### src/rtl/rgb2gray_pkg.sv
// rgb2gray_pkg: conversion modes and fixed-point channel weights shared by the grayscale pipeline.
package rgb2gray_pkg;
  localparam int COEF_FRAC_DEF = 8;
  localparam int WEIGHT_W = 9;
  typedef enum logic [1:0] {
    MODE_BT601 = 2'd0,
    MODE_BT709 = 2'd1,
    MODE_AVG   = 2'd2,
    MODE_MAX   = 2'd3
  } mode_e;
  typedef struct packed {
    logic [WEIGHT_W-1:0] r;
    logic [WEIGHT_W-1:0] g;
    logic [WEIGHT_W-1:0] b;
  } weights_t;
  // Weights sum to 256 so full-scale white maps to full-scale gray; MODE_MAX ignores them.
  function automatic weights_t mode_weights(input mode_e m);
    return m == MODE_BT601 ? {9'd77, 9'd150, 9'd29} :
           m == MODE_BT709 ? {9'd54, 9'd183, 9'd19} :
           m == MODE_AVG   ? {9'd85, 9'd85,  9'd86} : '0;
  endfunction
endpackage

### src/rtl/gray_frame_counter.sv
// gray_frame_counter: counts output handshakes and flags the pixel that completes a frame.
module gray_frame_counter #(
  parameter int FRAME_PIXELS = 307200
) (
  input  logic clk,
  input  logic rst,
  input  logic en_i,
  input  logic hs_i,
  input  logic valid_i,
  output logic frame_done_o
);
  localparam int CW = $clog2(FRAME_PIXELS + 1);
  logic [CW-1:0] cnt_q, cnt_d, cnt_inc;
  logic fd_q, fd_d;
  // A pixel entering the output stage is the last of a frame when the count after this edge is FRAME_PIXELS-1.
  always_comb begin
    cnt_inc = cnt_q + CW'(1);
    cnt_d = !hs_i ? cnt_q : (cnt_inc == CW'(FRAME_PIXELS) ? '0 : cnt_inc);
    fd_d = en_i ? (valid_i && cnt_d == CW'(FRAME_PIXELS - 1)) : fd_q;
  end
  always_ff @(posedge clk or negedge rst) begin
    if (!rst) begin
      cnt_q <= '0;
      fd_q <= 1'b0;
    end else begin
      cnt_q <= cnt_d;
      fd_q <= fd_d;
    end
  end
  assign frame_done_o = fd_q;
endmodule

### src/rtl/rgb2gray_pipe.sv
// rgb2gray_pipe: three-stage RGB to grayscale converter with per-pixel mode and frame marking.
module rgb2gray_pipe
  import rgb2gray_pkg::*;
#(
  parameter int DATA_WIDTH = 8,
  parameter int COEF_FRAC = COEF_FRAC_DEF,
  parameter int FRAME_PIXELS = 307200
) (
  input  logic                  clk,
  input  logic                  rst,
  input  logic [DATA_WIDTH-1:0] red_i,
  input  logic [DATA_WIDTH-1:0] green_i,
  input  logic [DATA_WIDTH-1:0] blue_i,
  input  logic                  done_i,
  input  logic [1:0]            mode_i,
  output logic                  ready_o,
  output logic [DATA_WIDTH-1:0] grayscale_o,
  output logic                  done_o,
  input  logic                  ready_i,
  output logic                  frame_done_o
);
  localparam int PW = DATA_WIDTH + WEIGHT_W;
  localparam int SW = PW + 2;
  logic en;
  weights_t w;
  logic [DATA_WIDTH-1:0] mx_rg, mx_d, mx_q, gray_d, gray_q;
  logic [PW-1:0] pr_q, pg_q, pb_q;
  logic [SW-1:0] sum_d, sum_q, shifted;
  logic v1_q, v2_q, done_q;
  mode_e mode1_q;
  assign en = ready_i | ~done_q;
  assign ready_o = en;
  assign w = mode_weights(mode_e'(mode_i));
  // Max mode rides the same pipe: its value is pre-scaled so the rounding shift returns it unchanged.
  always_comb begin
    mx_rg = red_i > green_i ? red_i : green_i;
    mx_d = mx_rg > blue_i ? mx_rg : blue_i;
    sum_d = mode1_q == MODE_MAX ? SW'(mx_q) << COEF_FRAC :
            SW'(pr_q) + SW'(pg_q) + SW'(pb_q) + (SW'(1) << (COEF_FRAC - 1));
    shifted = sum_q >> COEF_FRAC;
    gray_d = |shifted[SW-1:DATA_WIDTH] ? '1 : shifted[DATA_WIDTH-1:0];
  end
  always_ff @(posedge clk or negedge rst) begin
    if (!rst) begin
      v1_q <= 1'b0;
      v2_q <= 1'b0;
      done_q <= 1'b0;
      mode1_q <= MODE_BT601;
      pr_q <= '0;
      pg_q <= '0;
      pb_q <= '0;
      mx_q <= '0;
      sum_q <= '0;
      gray_q <= '0;
    end else if (en) begin
      v1_q <= done_i;
      mode1_q <= mode_e'(mode_i);
      pr_q <= PW'(red_i) * PW'(w.r);
      pg_q <= PW'(green_i) * PW'(w.g);
      pb_q <= PW'(blue_i) * PW'(w.b);
      mx_q <= mx_d;
      v2_q <= v1_q;
      sum_q <= sum_d;
      done_q <= v2_q;
      gray_q <= gray_d;
    end
  end
  assign done_o = done_q;
  assign grayscale_o = gray_q;
  gray_frame_counter #(.FRAME_PIXELS(FRAME_PIXELS)) u_frame_counter (
    .clk          (clk),
    .rst          (rst),
    .en_i         (en),
    .hs_i         (done_q & ready_i),
    .valid_i      (v2_q),
    .frame_done_o (frame_done_o)
  );
endmodule

### config.mk
export PLATFORM = sky130hd
export DESIGN_NAME = rgb2gray_pipe
export DESIGN_NICKNAME = d
export VERILOG_FILES = /design/src/rtl/rgb2gray_pkg.sv /design/src/rtl/gray_frame_counter.sv /design/src/rtl/rgb2gray_pipe.sv
export SDC_FILE = /design/constraint.sdc
export NUM_CORES = 1
export LEC_CHECK = 0
export BUFFER_PORTS_ARGS = -buffer_cell sky130_fd_sc_hd__clkbuf_2
export CORE_ASPECT_RATIO = 1.5
export CORE_MARGIN = 10
export CORE_UTILIZATION = 60
export DETAILED_ROUTE_END_ITERATION = 7
export GPL_TIMING_DRIVEN = 0
export PLACE_DENSITY = 0.78
export SETUP_SLACK_MARGIN = 0.1
export SYNTH_ARGS = -nofsm -noshare
export SYNTH_HDL_FRONTEND = slang
export SYNTH_SLANG_ARGS = --single-unit
export TNS_END_PERCENT = 5
### constraint.sdc
create_clock -name clk -period 4.34 [get_ports clk]
set_clock_uncertainty 0.1 [all_clocks]
set_input_delay 0.868 -clock clk [delete_from_list [all_inputs] [get_ports clk]]
set_output_delay 0.868 -clock clk [all_outputs]
set_load 0.05 [all_outputs]
### After elaboration in Yosys (flattened, before gate mapping)

Cells that the tools add are included.

* register bits after elaboration: 111
* output and inout bits: 11
* word-level logic and storage cells: 41

* add/sub/neg operators: 4
* multipliers: 3
* $lt $le $gt $ge: 2
* eq/ne operators: 5
* multiplexer cells: 9
* bitwise operators: 3
* reduce and logical (&&, ||, !) cells: 3

Operators with widths (count)
* $mux W25: 3
* $mux W19: 3
* $eq A19 B19 Y1 const B: 2
* $mul A8 B9 Y17: 2
* $mux W8: 3
* $add A18 B17 Y19: 1
* $add A19 B1 Y19 const B: 1
* $add A19 B8 Y19 const B: 1
* $add A17 B17 Y18: 1
* $gt A8 B8 Y1: 2
* $mul A8 B7 Y15: 1
* $eq A2 B2 Y1 const B: 2
* $reduce_or A3 Y1: 1
* $eq A2 B1 Y1 const B: 1
* $logic_not A2 Y1: 1
* $and A1 B1 Y1: 1
* $logic_and A1 B1 Y1: 1
* $not A1 Y1: 1
* $or A1 B1 Y1: 1

### Logic depth before layout (Yosys ltp)

Gate-level depths: netlist of run 1.

* depth in word-level cells: 6
* mapped depth: 22
* mapped depth without buffers: 21

### Hierarchy

From an unflattened synthesis of run 1, not the netlist that was laid out.

* cell total of the unflattened synthesis: 1262
* area, all modules: 11354.6 µm²

Modules (own cells, without submodules)
* rgb2gray_pipe: instances 1, cells each 1097, area each 9914.5 µm²
* gray_frame_counter: instances 1, cells each 165, area each 1440.1 µm²

### Least setup slack after synthesis of run 1

Ideal clock, no wire load.

* path kind: in2reg
* start: in mode_i[0]
* end: reg pr_q[14]
* library setup time: 137 ps
* arrival: 5722 ps
* data required time: 4103 ps
* setup slack: -1619 ps
* cell stages on the path: 19
* cell sequence: clkbuf_1 -> clkinv_1 -> ha_1 -> clkbuf_1 -> nand2_1 -> fa_1 -> fa_1 -> inv_1 -> fa_1 -> inv_1 -> fa_1 -> inv_1 -> ha_1 -> nor2b_1 -> o41ai_1 -> o21ai_1 -> o41ai_1 -> xnor2_1 -> a21oi_1

* word-level cells in the longest chain between the ends: 5
* elaborated cells between the ends (all ways): 7
* those cells by class: 1 x mul; 2 x eq/ne; 3 x mux; 1 x reduce/logical

Ends and longest elaborated chain
* from (decl): RTL line rgb2gray_pipe.sv:15 `input logic [1:0] mode_i,`
* $eq A2 B2 Y1: RTL line rgb2gray_pkg.sv:20 `m == MODE_AVG ? {9'd85, 9'd85, 9'd86} : '0;`
* $mux W25: RTL line rgb2gray_pkg.sv:20
* $mux W25: RTL line rgb2gray_pkg.sv:19 `m == MODE_BT709 ? {9'd54, 9'd183, 9'd19} :`
* $mux W25 *: RTL line rgb2gray_pkg.sv:18 `return m == MODE_BT601 ? {9'd77, 9'd150, 9'd29} :`
* $mul A8 B7 Y15 *: RTL line rgb2gray_pipe.sv:58 `pr_q <= PW'(red_i) * PW'(w.r);`
* to (signal assigned): RTL line rgb2gray_pipe.sv:58
* to (decl): RTL line rgb2gray_pipe.sv:27 `logic [PW-1:0] pr_q, pg_q, pb_q;`

Every way passes the cells marked *; elsewhere a longest branch is shown, timed or not.
A chain may end at the register's enable or synchronous reset.

### Worst setup path in the final report of run 1

* start: in mode_i[0]
* end: reg pg_q[16]

* word-level cells in the longest chain between the ends: 5
* elaborated cells between the ends (all ways): 7
* those cells by class: 1 x mul; 2 x eq/ne; 3 x mux; 1 x reduce/logical

Ends and longest elaborated chain
* $eq A2 B2 Y1: RTL line rgb2gray_pkg.sv:20
* $mux W25: RTL line rgb2gray_pkg.sv:20
* $mux W25: RTL line rgb2gray_pkg.sv:19
* $mux W25 *: RTL line rgb2gray_pkg.sv:18
* $mul A8 B9 Y17 *: RTL line rgb2gray_pipe.sv:59 `pg_q <= PW'(green_i) * PW'(w.g);`
* to (signal assigned): RTL line rgb2gray_pipe.sv:59
* to (decl): RTL line rgb2gray_pipe.sv:27

Marks and branches as above.

==> out/results.ini, run 1 <==
[grt]
grt_first_pass_wirelength_mm = 48.84
grt_max_degree = 67
overflow = 0
grt_pass1_vias = 9768
gr-usage-met3_pct = 2.729
use_met1_pct = 26.22
top_usage_layer = met2
grt_util_met2_pct = 45.09
grt_usage_pct = 24.32
antenna_found_initial = 0

[run]
maxCapViolations = 0

[synthesis]
yosys.area.top_type = dfrtp_1
syn_nets = 1530
postSynthCellCount = 1232
synth.avg_cell_area_sq_um = 9.137
synth_area_leaders = dfrtp_1 (22%), ha_1 (19%), fa_1 (17%)
synth_edf_count = 0
ys_seq_elements = 100
synth.top_cell.area_share_pct = 22.23
ys.warnings.count = 0
async_flop_share_pct = 100.0
yosysSeqAreaShare_pct = 22.23
yosysMostFrequentCell = inv_1
synth_common_cells = inv_1 (177), ha_1 (174), nand2_1 (105)
netlist_area_sq_mm = 0.01126
ys.flop_type = dfrtp_1
ys_types = 73

[status]
outcome = complete, but fails checks
violations = negative setup slack

[layout]
post-route-util_pct = 71.11
drive_gt1_share_pct = 17.91
n_fill_cell = 1368
design_area_sq_mm = 0.01313
n_antenna_cell = 0
multi_input_comb_area_sq_mm = 0.008514
fin_cells = 1570
area_delta_synth_final_pct = 16.67
final-seq-area_sq_mm = 0.002502
fin_nets = 1611

[clock_tree]
ctsHoldBuffers = 0
clk_pin_slew_ns = 0.08
cts_buffer_depth = 2
root_buffer = clkbuf_16
cts_sinks = 100
cts_tree = built
clock_latency_ns = 0.35
cts_buffers = 9
htreeDepth = 3

[power]
peakVddDrop_mv = 0.3820
power-per-cell-area_mw_per_mm2 = 586.3
p_leak_nw = 6.597

[timing]
setup_viol = 36
fmax_ghz = 0.1895
rsz0062_at_grt = yes
finalCritPeriodShare_pct = 121.6
max_slew_margin_pct = 53.68
setup_ws_ns = -0.9376
drv_slew = 0
hold_viol_final = 0
period_needed_ns = 5.278
worst_pin_slew_ns = 0.6948

[route]
drt_iter0_drc = 547
routed-via-count = 9165
avgRoutedWirePerCell_microns = 19.18
drc = 0
viasPerCell = 5.838
routed_wl_mm = 30.11
ant_nets = 0
drt_first_pass_iters = 5

[die]
top_level_ports = 41
start_util_pct = 60.95
die_h_microns = 187.8
num_rows = 61
die_x_microns = 131.8
die_area_sq_mm = 0.02475
core_sq_mm = 0.01847

[setup_path]
worstPathCellList = clkbuf_16, clkbuf_16, clkinv_16, ha_4, buf_4, nor2_4, buf_8, nor2_2, fa_1, fa_1, fa_1, inv_1, fa_1, inv_2, ha_4, nor3_4, o21ai_2, nand2_2, o211ai_1, a31oi_1, xor2_1, o21ai_1
cp_common_cell = fa_1
arrival_ns = 5.39
cp_max_fo = 5
max_stage_delay_ns = 0.52
startpoint_type = input port
crit_path_end_kind = flop
critPathTopFamily = adder cells
crit_path_top_delay_cell = fa_1
critPathBufInv = 7
rrSetupSlack_ns = 0.60
critPathKind = input port to flop
required_ns = 4.45

[placed_design]
dp_cells = 1525
placed_area_sq_mm = 0.01212
place_congestion = 0.9355
place_ws_ns = -1.711
dp_hpwl_mm = 22.92
io_buffers = 40

[worst_hold_path]
hp-class = flop to flop

## final cells by class
class | count | area share, %
Sequential cell | 100 | 19.05
Tap cell | 252 | 2.401
Clock inverter | 7 | 0.5144
Multi-Input combinational cell | 918 | 64.83
Buffer | 35 | 2.353
Timing Repair Buffer | 70 | 3.801
Clock buffer | 9 | 1.715
Inverter | 179 | 5.335
## power by group
group / internal [mW] / switching (mW)
sequential: 1.28 / 0.281
clock: 0.406 / 0.389
combinational: 2.34 / 3.01
## per-stage QoR
stage	hold WS, ns	total power [mW]	TNS, ns
final	0.3765	7.700	-18.08
after global routing	0.3960	8.416	-23.45
after CTS	0.3814	7.474	-15.59
after detailed placement	0.3652	6.347	-44.26
after global placement	0.3549	6.193	-42.21
after floorplan	0.3386	5.200	-13.97
## flip-flops by register name, summed over array words and instances (netlist names)
| register | flops |
|---|---|
| u_frame_counter.cnt_q | 19 |
| pg_q | 17 |
| mode1_q | 2 |
| v1_q | 1 |
| pr_q | 15 |
| sum_q | 11 |
| grayscale_o | 8 |
| v2_q | 1 |
| u_frame_counter.frame_done_o | 1 |
| mx_q | 8 |
| done_o | 1 |
| pb_q | 16 |
## worst register-to-register path: cells and delay by family, from the launching register on
kind | cells | cell delay [ns]
flip-flops | 1 | 0.41
XOR/XNOR | 1 | 0.10
AND/OR/NAND/NOR | 1 | 0.23
AO/OA/AOI/OAI | 6 | 1.69
adder cells (fa/ha/maj) | 3 | 1.11
## timing repair
action | in CTS | in global routing
setup endpoints to repair | 41 | 38
setup buffers | 26 | 3
resized for setup | 86 | 23
pin swaps | 72 | 20
## cells by family (layout without fill, tap and decap cells)
family                   after synthesis  count (layout)  share of synthesized area (%)
adder cells (fa/ha/maj)              268             268                          36.06
AND/OR/NAND/NOR                      391             391                          17.56
multiplexers                          11              11                          1.056
AO/OA/AOI/OAI                        196             196                          11.44
XOR/XNOR                              52              52                          4.046
buffers and inverters                214             300                          7.614
flip-flops                           100             100                          22.23
## placed cells by master, fill, tap and decap left out, types with 29 or more instances in the layout
cell      count
clkbuf_2     36
and2_1       59
inv_1       164
nor2_1       90
a21oi_1      56
xor2_1       29
nand2_1      97
ha_1        155
fa_1         93
dfrtp_1     100
## worst paths after layout
check,from,to,cells past startpoint
hold reg to reg,pg_q[0],pg_q[0],2
hold / removal,pg_q[0],pg_q[0],2
setup / recovery,mode_i[0],pg_q[16],22
max in group asynchronous,rst,pb_q[13],2
setup reg to reg,pr_q[4],sum_q[17],11
min in group asynchronous,rst,u_frame_counter.cnt_q[10],1
## layer usage
metal / vias to the layer above / wire (microns)
met1: 4521 / 11240
li1: 4260 / -
met4: 0 / 1886
met5: - / 0
met2: 273 / 15700
met3: 111 / 1275
No activity file was read; power rests on OpenSTA's default activity.
==> run 2: changes to the inputs <==
--- a/config.mk
+++ b/config.mk
@@ -8,10 +8,9 @@
 export BUFFER_PORTS_ARGS = -buffer_cell sky130_fd_sc_hd__clkbuf_2
 export CORE_ASPECT_RATIO = 1.5
 export CORE_MARGIN = 10
-export CORE_UTILIZATION = 60
+export CORE_UTILIZATION = 40
 export DETAILED_ROUTE_END_ITERATION = 7
 export GPL_TIMING_DRIVEN = 0
-export PLACE_DENSITY = 0.78
 export SETUP_SLACK_MARGIN = 0.1
 export SYNTH_ARGS = -nofsm -noshare
 export SYNTH_HDL_FRONTEND = slang
==> out/results.ini, run 2 (synthesis results as in run 1) <==
[power]
peakVddDrop_mv = 0.3731  ; -2.3%
power_frac_clock_pct = 11.4  ; +1.1 points
p_sw_mw = 3.640  ; -1.0%
power-per-cell-area_mw_per_mm2 = 585.5  ; -0.14%
p_seq_share_pct = 20.0  ; -0.2 points
power_frac_comb_pct = 68.6  ; -0.9 points
p_leak_nw = 6.614  ; +0.26%
swShare_pct = 46.75  ; -1.0 points
p_int_mw = 4.146  ; +3.1%

[layout]
area_delta_synth_final_pct = 18.15
largest_register = u_frame_counter.cnt_q
fin_nets = 1607  ; -0.25%
mostFrequentLayoutCells = inv_1 (168), ha_1 (154), dfrtp_1 (100), nand2_1 (96)
n_fill_cell = 2614  ; +91%
final_common_cell = inv_1
design_area_sq_mm = 0.01330  ; +1.3%
top_regs = u_frame_counter.cnt_q x19, pg_q x17, pb_q x16
largest_reg_flops = 19  ; unchanged
final-seq-area_sq_mm = 0.002502  ; unchanged
multi_input_comb_area_sq_mm = 0.008527  ; +0.15%
fin_cells = 1660  ; +5.7%
drive_gt1_share_pct = 17.20  ; -0.71 points
n_antenna_cell = 0  ; unchanged

[route]
drc = 0  ; unchanged
top_layer = met4
avgRoutedWirePerCell_microns = 18.30  ; -4.6%
drt_first_pass_iters = 4  ; -1
route.met3.wl_microns = 876  ; -31%
wl_met2_mm = 15.97  ; +1.7%
routed_wl_mm = 30.38  ; +0.92%
drt_iter0_drc = 314  ; -43%
routed-via-count = 8725  ; -4.8%
viasPerCell = 5.256  ; -10%
routedLengthMet1_mm = 12.19  ; +8.4%
ant_nets = 0  ; unchanged

[setup_path]
critPathTopFamily = adder cells
rrSetupSlack_ns = 0.66  ; +0.06 ns
cp_max_fo = 5  ; unchanged
required_ns = 4.44  ; about the same
arrival_ns = 5.27  ; -0.12 ns
crit_path_end_kind = flop
cp_common_cell = fa_1
critPathBufInv = 7  ; unchanged
crit_path_top_delay_cell = fa_1
timing.rr.end = sum_q[16]
max_stage_delay_ns = 0.53  ; about the same
r2r_cells = 11  ; unchanged
critPathKind = input port to flop
startpoint_type = input port
rr_startpoint = pr_q[4]
worstPathCellList = clkbuf_16, clkinvlp_4, ha_4, buf_12, and2_4, fa_1, inv_1, fa_1, inv_1, fa_1, inv_1, fa_1, inv_2, ha_4, nor2b_1, o41ai_2, o21ai_1, o41ai_2, xnor2_1, a21oi_1
critical_path_depth = 20  ; -9.1%

[timing]
max_slew_margin_pct = 45.72  ; -8.0 points
setup_ws_ns = -0.8289  ; +0.1087 ns
setup_viol = 34  ; -5.6%
holdWs_ns = 0.3803  ; +0.003853 ns
hold_viol_final = 0  ; unchanged
finalCritPeriodShare_pct = 119.1  ; -2.5 points
drv_slew = 0  ; unchanged
period_needed_ns = 5.169  ; -0.1087 ns
rsz0062_at_grt = yes
worst_pin_slew_ns = 0.8142  ; +0.1193 ns
fmax_ghz = 0.1935  ; +2.1%

[status]
outcome = complete, but fails checks
violations = negative setup slack

[grt]
grt_first_pass_wirelength_mm = 49.56  ; +1.5%
grt_max_degree = 101  ; +51%
grt_usage_pct = 17.78  ; -6.5 points
overflow = 0  ; unchanged
antenna_found_initial = 0  ; unchanged
grt_pass1_vias = 9392  ; -3.8%

[placed_design]
place_congestion = 0.8611  ; -8.0%
dp_hpwl_mm = 24.24  ; +5.8%
dp_cells = 1618  ; +6.1%
placed_area_sq_mm = 0.01222  ; +0.79%
io_buffers = 40  ; unchanged

[die]
top_level_ports = 41  ; unchanged
start_util_pct = 40.39  ; -21 points
die_x_microns = 157.0  ; +19%
num_rows = 75  ; +23%
die_area_sq_mm = 0.03539  ; +43%
die_h_microns = 225.5  ; +20%
core_sq_mm = 0.02787  ; +51%

[run]
maxCapViolations = 0  ; unchanged

[worst_hold_path]
min_to = pg_q[0]
hp-start = pg_q[0]
hp-class = flop to flop
min_delay_path_depth = 2  ; unchanged

[clock_tree]
ctsHoldBuffers = 0  ; unchanged
cts_sinks = 100  ; unchanged
htreeDepth = 3  ; unchanged
clk_pin_slew_ns = 0.07  ; about the same
clock_latency_ns = 0.35  ; about the same
cts_buffers = 9  ; unchanged
cts_tree = built
cts_buffer_depth = 2  ; unchanged
root_buffer = clkbuf_16

run 2: cell count changes in the layout (fill, tap and decap cells not counted), sizes merged:
cell      before  now
clkbuf        75   78
clkinvlp       0    3
clkinv         4    2
bufinv         0    2
buf           39   34
inv          182  177
run 2: power groups by stage:
stage	logic, mW	registers [mW]	clock network (mW)
floorplan	3.58	1.62	0
global placement	4.75	1.57	0
detailed placement	4.84	1.58	0
CTS	5.26	1.56	0.900
global route	6.05	1.61	0.936
finish	5.34	1.56	0.889
run 2: what timing repair did:
| item | in CTS | in global routing |
|---|---|---|
| gates cloned | 1 | 0 |
| pin swaps | 61 | 11 |
| endpoints found under the setup margin | 42 | 38 |
| setup buffers | 24 | 1 |
| gates resized for setup | 86 | 15 |
run 2: per-layer routing:
metal | track usage, % | vias up
met2 | 32.66 | 154
met3 | 1.719 | 67
met4 | 7.969 | 0
met1 | 20.15 | 4267
met5 | 0 | -
li1 | - | 4237
run 2: how the worst max path moves through the flow:
stage | to | startpoint | slack (ns)
2_1_floorplan | pb_q[13] | mode_i[0] | -0.70
3_3_place_gp | pg_q[15] | mode_i[0] | -1.91
3_5_place_dp | pg_q[16] | mode_i[0] | -1.87
4_1_cts | pg_q[15] | mode_i[0] | -0.81
5_1_grt | pr_q[14] | mode_i[1] | -1.03
6_report | pr_q[14] | mode_i[1] | -0.83
run 2: area by class of cell:
class / instances / area share, %
Inverter: 179 / 5.277
Timing Repair Buffer: 66 / 3.631
Sequential cell: 100 / 18.81
Buffer: 35 / 2.455
Multi-Input combinational cell: 918 / 64.11
Tap cell: 346 / 3.255
Clock buffer: 11 / 1.825
Clock inverter: 5 / 0.6303
run 2: worst min-delay path, cell delays in order (launching register included):
cell     delay (ns)
dfrtp_1        0.35
nand2_1        0.05
nand2_1        0.05
run 2: per-stage QoR:
step / utilization (%) / total power, mW / setup WS [ns] / TNS, ns
global placement: 43.81 / 6.318 / -1.906 / -47.22
CTS: 47.43 / 7.716 / -0.8108 / -14.89
detailed placement: 43.84 / 6.419 / -1.872 / -47.39
finish: 47.72 / 7.787 / -0.8289 / -15.07
global route: 47.72 / 8.593 / -1.029 / -21.65
floorplan: - / 5.200 / -0.7014 / -13.97
==> run 3: changes to the inputs <==
--- a/config.mk
+++ b/config.mk
@@ -8,7 +8,7 @@
 export BUFFER_PORTS_ARGS = -buffer_cell sky130_fd_sc_hd__clkbuf_2
 export CORE_ASPECT_RATIO = 1.5
 export CORE_MARGIN = 10
-export CORE_UTILIZATION = 40
+export CORE_UTILIZATION = 42
 export DETAILED_ROUTE_END_ITERATION = 7
 export GPL_TIMING_DRIVEN = 0
 export SETUP_SLACK_MARGIN = 0.1
==> out/results.ini, run 3 (synthesis results as in run 1) <==
[setup_path]
cp-startpoint = mode_i[0]
max_stage_delay_ns = 0.55  ; +0.02 ns
timing.rr.end = sum_q[17]
startpoint_type = input port
crit_path_end_kind = flop
rrSetupSlack_ns = 0.66  ; about the same
critPathBufInv = 7  ; unchanged
critical_path_depth = 21  ; +5.0%
rr_startpoint = pr_q[4]
cp_max_fo = 5  ; unchanged
arrival_ns = 5.43  ; +0.16 ns
crit_path_top_delay_cell = fa_1
r2r_cells = 11  ; unchanged
worstPathCellList = clkbuf_16, clkbuf_16, clkinv_16, ha_4, buf_4, nor2_4, buf_8, nor2_2, fa_1, fa_1, fa_1, inv_1, fa_1, inv_2, ha_4, nor3_4, a211o_1, o21ai_2, o41ai_2, xor2_1, o21ai_1
required_ns = 4.45  ; about the same
cp_common_cell = fa_1
critPathTopFamily = adder cells
critPathKind = input port to flop

[timing]
hold_viol_final = 0  ; unchanged
rsz0062_at_grt = yes
finalCritPeriodShare_pct = 122.7  ; +3.6 points
worst_pin_slew_ns = 0.7400  ; -0.07418 ns
drv_slew = 0  ; unchanged
period_needed_ns = 5.326  ; +0.1570 ns
setup_ws_ns = -0.9859  ; -0.1570 ns
max_slew_margin_pct = 50.25  ; +4.5 points
fmax_ghz = 0.1878  ; -2.9%
finalSetupTns_ns = -17.38  ; -2.317 ns
setup_viol = 36  ; +5.9%

[layout]
area_delta_synth_final_pct = 18.09  ; about the same
drive_gt1_share_pct = 17.22  ; +0.024 points
largest_register = u_frame_counter.cnt_q
largest_reg_flops = 19  ; unchanged
fin_nets = 1611  ; +0.25%
n_fill_cell = 2541  ; -2.8%
mostFrequentLayoutCells = inv_1 (168), ha_1 (151), dfrtp_1 (100), nand2_1 (98), fa_1 (93)
n_antenna_cell = 0  ; unchanged
multi_input_comb_area_sq_mm = 0.008519  ; about the same
post-route-util_pct = 50.19  ; +2.5 points
top_regs = u_frame_counter.cnt_q x19, pg_q x17, pb_q x16
final-seq-area_sq_mm = 0.002502  ; unchanged
final_common_cell = inv_1

[route]
routed-via-count = 8716  ; -0.10%
ant_nets = 0  ; unchanged
drt_iter0_drc = 433  ; +38%
drt_first_pass_iters = 4  ; unchanged
drc = 0  ; unchanged
viasPerCell = 5.266  ; +0.20%
top_layer = met4
avgRoutedWirePerCell_microns = 18.28  ; -0.14%
wl_met2_mm = 15.76  ; -1.3%
routed_wl_mm = 30.25  ; -0.44%
routedLengthMet1_mm = 12.18  ; about the same
route.met3.wl_microns = 802  ; -8.4%

[clock_tree]
root_buffer = clkbuf_16
ctsHoldBuffers = 0  ; unchanged
cts_buffers = 9  ; unchanged
clock_latency_ns = 0.36  ; about the same
cts_tree = built
htreeDepth = 3  ; unchanged
clk_pin_slew_ns = 0.08  ; about the same
cts_sinks = 100  ; unchanged
cts_buffer_depth = 2  ; unchanged

[worst_hold_path]
hp-start = v1_q
min_to = v1_q
min_delay_path_depth = 2  ; unchanged
hp-class = flop to flop

[run]
maxCapViolations = 0  ; unchanged

[grt]
grt_max_degree = 60  ; -41%
grt_usage_pct = 18.04  ; +0.27 points
grt_pass1_vias = 9289  ; -1.1%
antenna_found_initial = 0  ; unchanged
grt_first_pass_wirelength_mm = 49.02  ; -1.1%
overflow = 0  ; unchanged

[die]
start_util_pct = 42.50  ; +2.1 points
die_x_microns = 153.7  ; -2.1%
core_sq_mm = 0.02649  ; -5.0%
num_rows = 73  ; -2.7%
die_area_sq_mm = 0.03389  ; -4.3%
top_level_ports = 41  ; unchanged
die_h_microns = 220.5  ; -2.2%

[power]
p_leak_nw = 6.596  ; -0.27%
peakVddDrop_mv = 0.4372  ; +17%
power-per-cell-area_mw_per_mm2 = 584.0  ; -0.24%

[status]
violations = negative setup slack
outcome = complete, but fails checks

[placed_design]
place_congestion = 0.8543  ; -0.79%
dp_hpwl_mm = 24.24  ; about the same
io_buffers = 40  ; unchanged

## run 3: cell types whose count changed in the layout (fill, tap and decap cells not counted), moves of 2 or more
| cell | before | now |
|---|---|---|
| a21oi_1 | 56 | 58 |
| nor2b_2 | 2 | 0 |
| ha_4 | 19 | 21 |
| clkbuf_16 | 16 | 14 |
| a21oi_2 | 8 | 5 |
| nand2_4 | 3 | 1 |
| buf_4 | 22 | 26 |
| ha_1 | 154 | 151 |
| nand2_1 | 96 | 98 |
## run 3: report_power, final
group,leakage (nW),internal (mW),switching [mW]
logic,5.21,2.33,2.99
registers,1.22,1.28,0.277
clock network,0.157,0.527,0.369
total,6.60,4.13,3.63
## run 3: layout make-up
cell class	instances	share of cell area [%]
buffer	35	2.372
clock inverter	6	0.7153
clock buffer	10	1.798
sequential	100	18.82
multi-input combinational	918	64.08
inverter	179	5.271
timing repair buffer	70	3.765
tap	337	3.172
## run 3: worst max-delay path by stage
stage                          end  slack, ns
final                     pg_q[15]      -0.99
after floorplan           pb_q[13]      -0.70
after CTS                 pr_q[14]      -0.94
after global placement    pg_q[14]      -1.78
after global routing      pg_q[15]      -1.10
after detailed placement  pg_q[15]      -1.83
## run 3: through the flow
| step | std cells | power (mW) | instance area (sq um) | worst slack, ns | hold slack (ns) |
|---|---|---|---|---|---|
| 6_report | 1655 | 7.764 | 13290 | -0.9859 | 0.3739 |
| 5_1_grt | 1655 | 8.500 | 13290 | -1.098 | 0.4027 |
| 4_1_cts | 1651 | 7.628 | 13120 | -0.9434 | 0.3791 |
| 3_5_place_dp | 1610 | 6.424 | 12230 | -1.829 | 0.3639 |
| 3_3_place_gp | 1609 | 6.336 | 12200 | -1.782 | 0.3554 |
| 2_1_floorplan | 1232 | 5.200 | 11580 | -0.7014 | 0.3386 |
## run 3: routing by layer
metal / vias to the layer above / track usage [%]
met4: 0 / 8.744
li1: 4257 / -
met2: 148 / 33.09
met1: 4248 / 20.39
met3: 63 / 2.040
met5: - / 0
## run 3: worst min-delay path: stages (launching register included)
cell and delay, ns:
dfrtp_1 0.35, nand2_1 0.05, nand2_1 0.05
## run 3: repair_timing
action | in CTS | in global routing
gates resized for setup | 70 | 29
pin swaps | 55 | 51
setup buffers | 25 | 4
endpoints found under the setup margin | 43 | 39
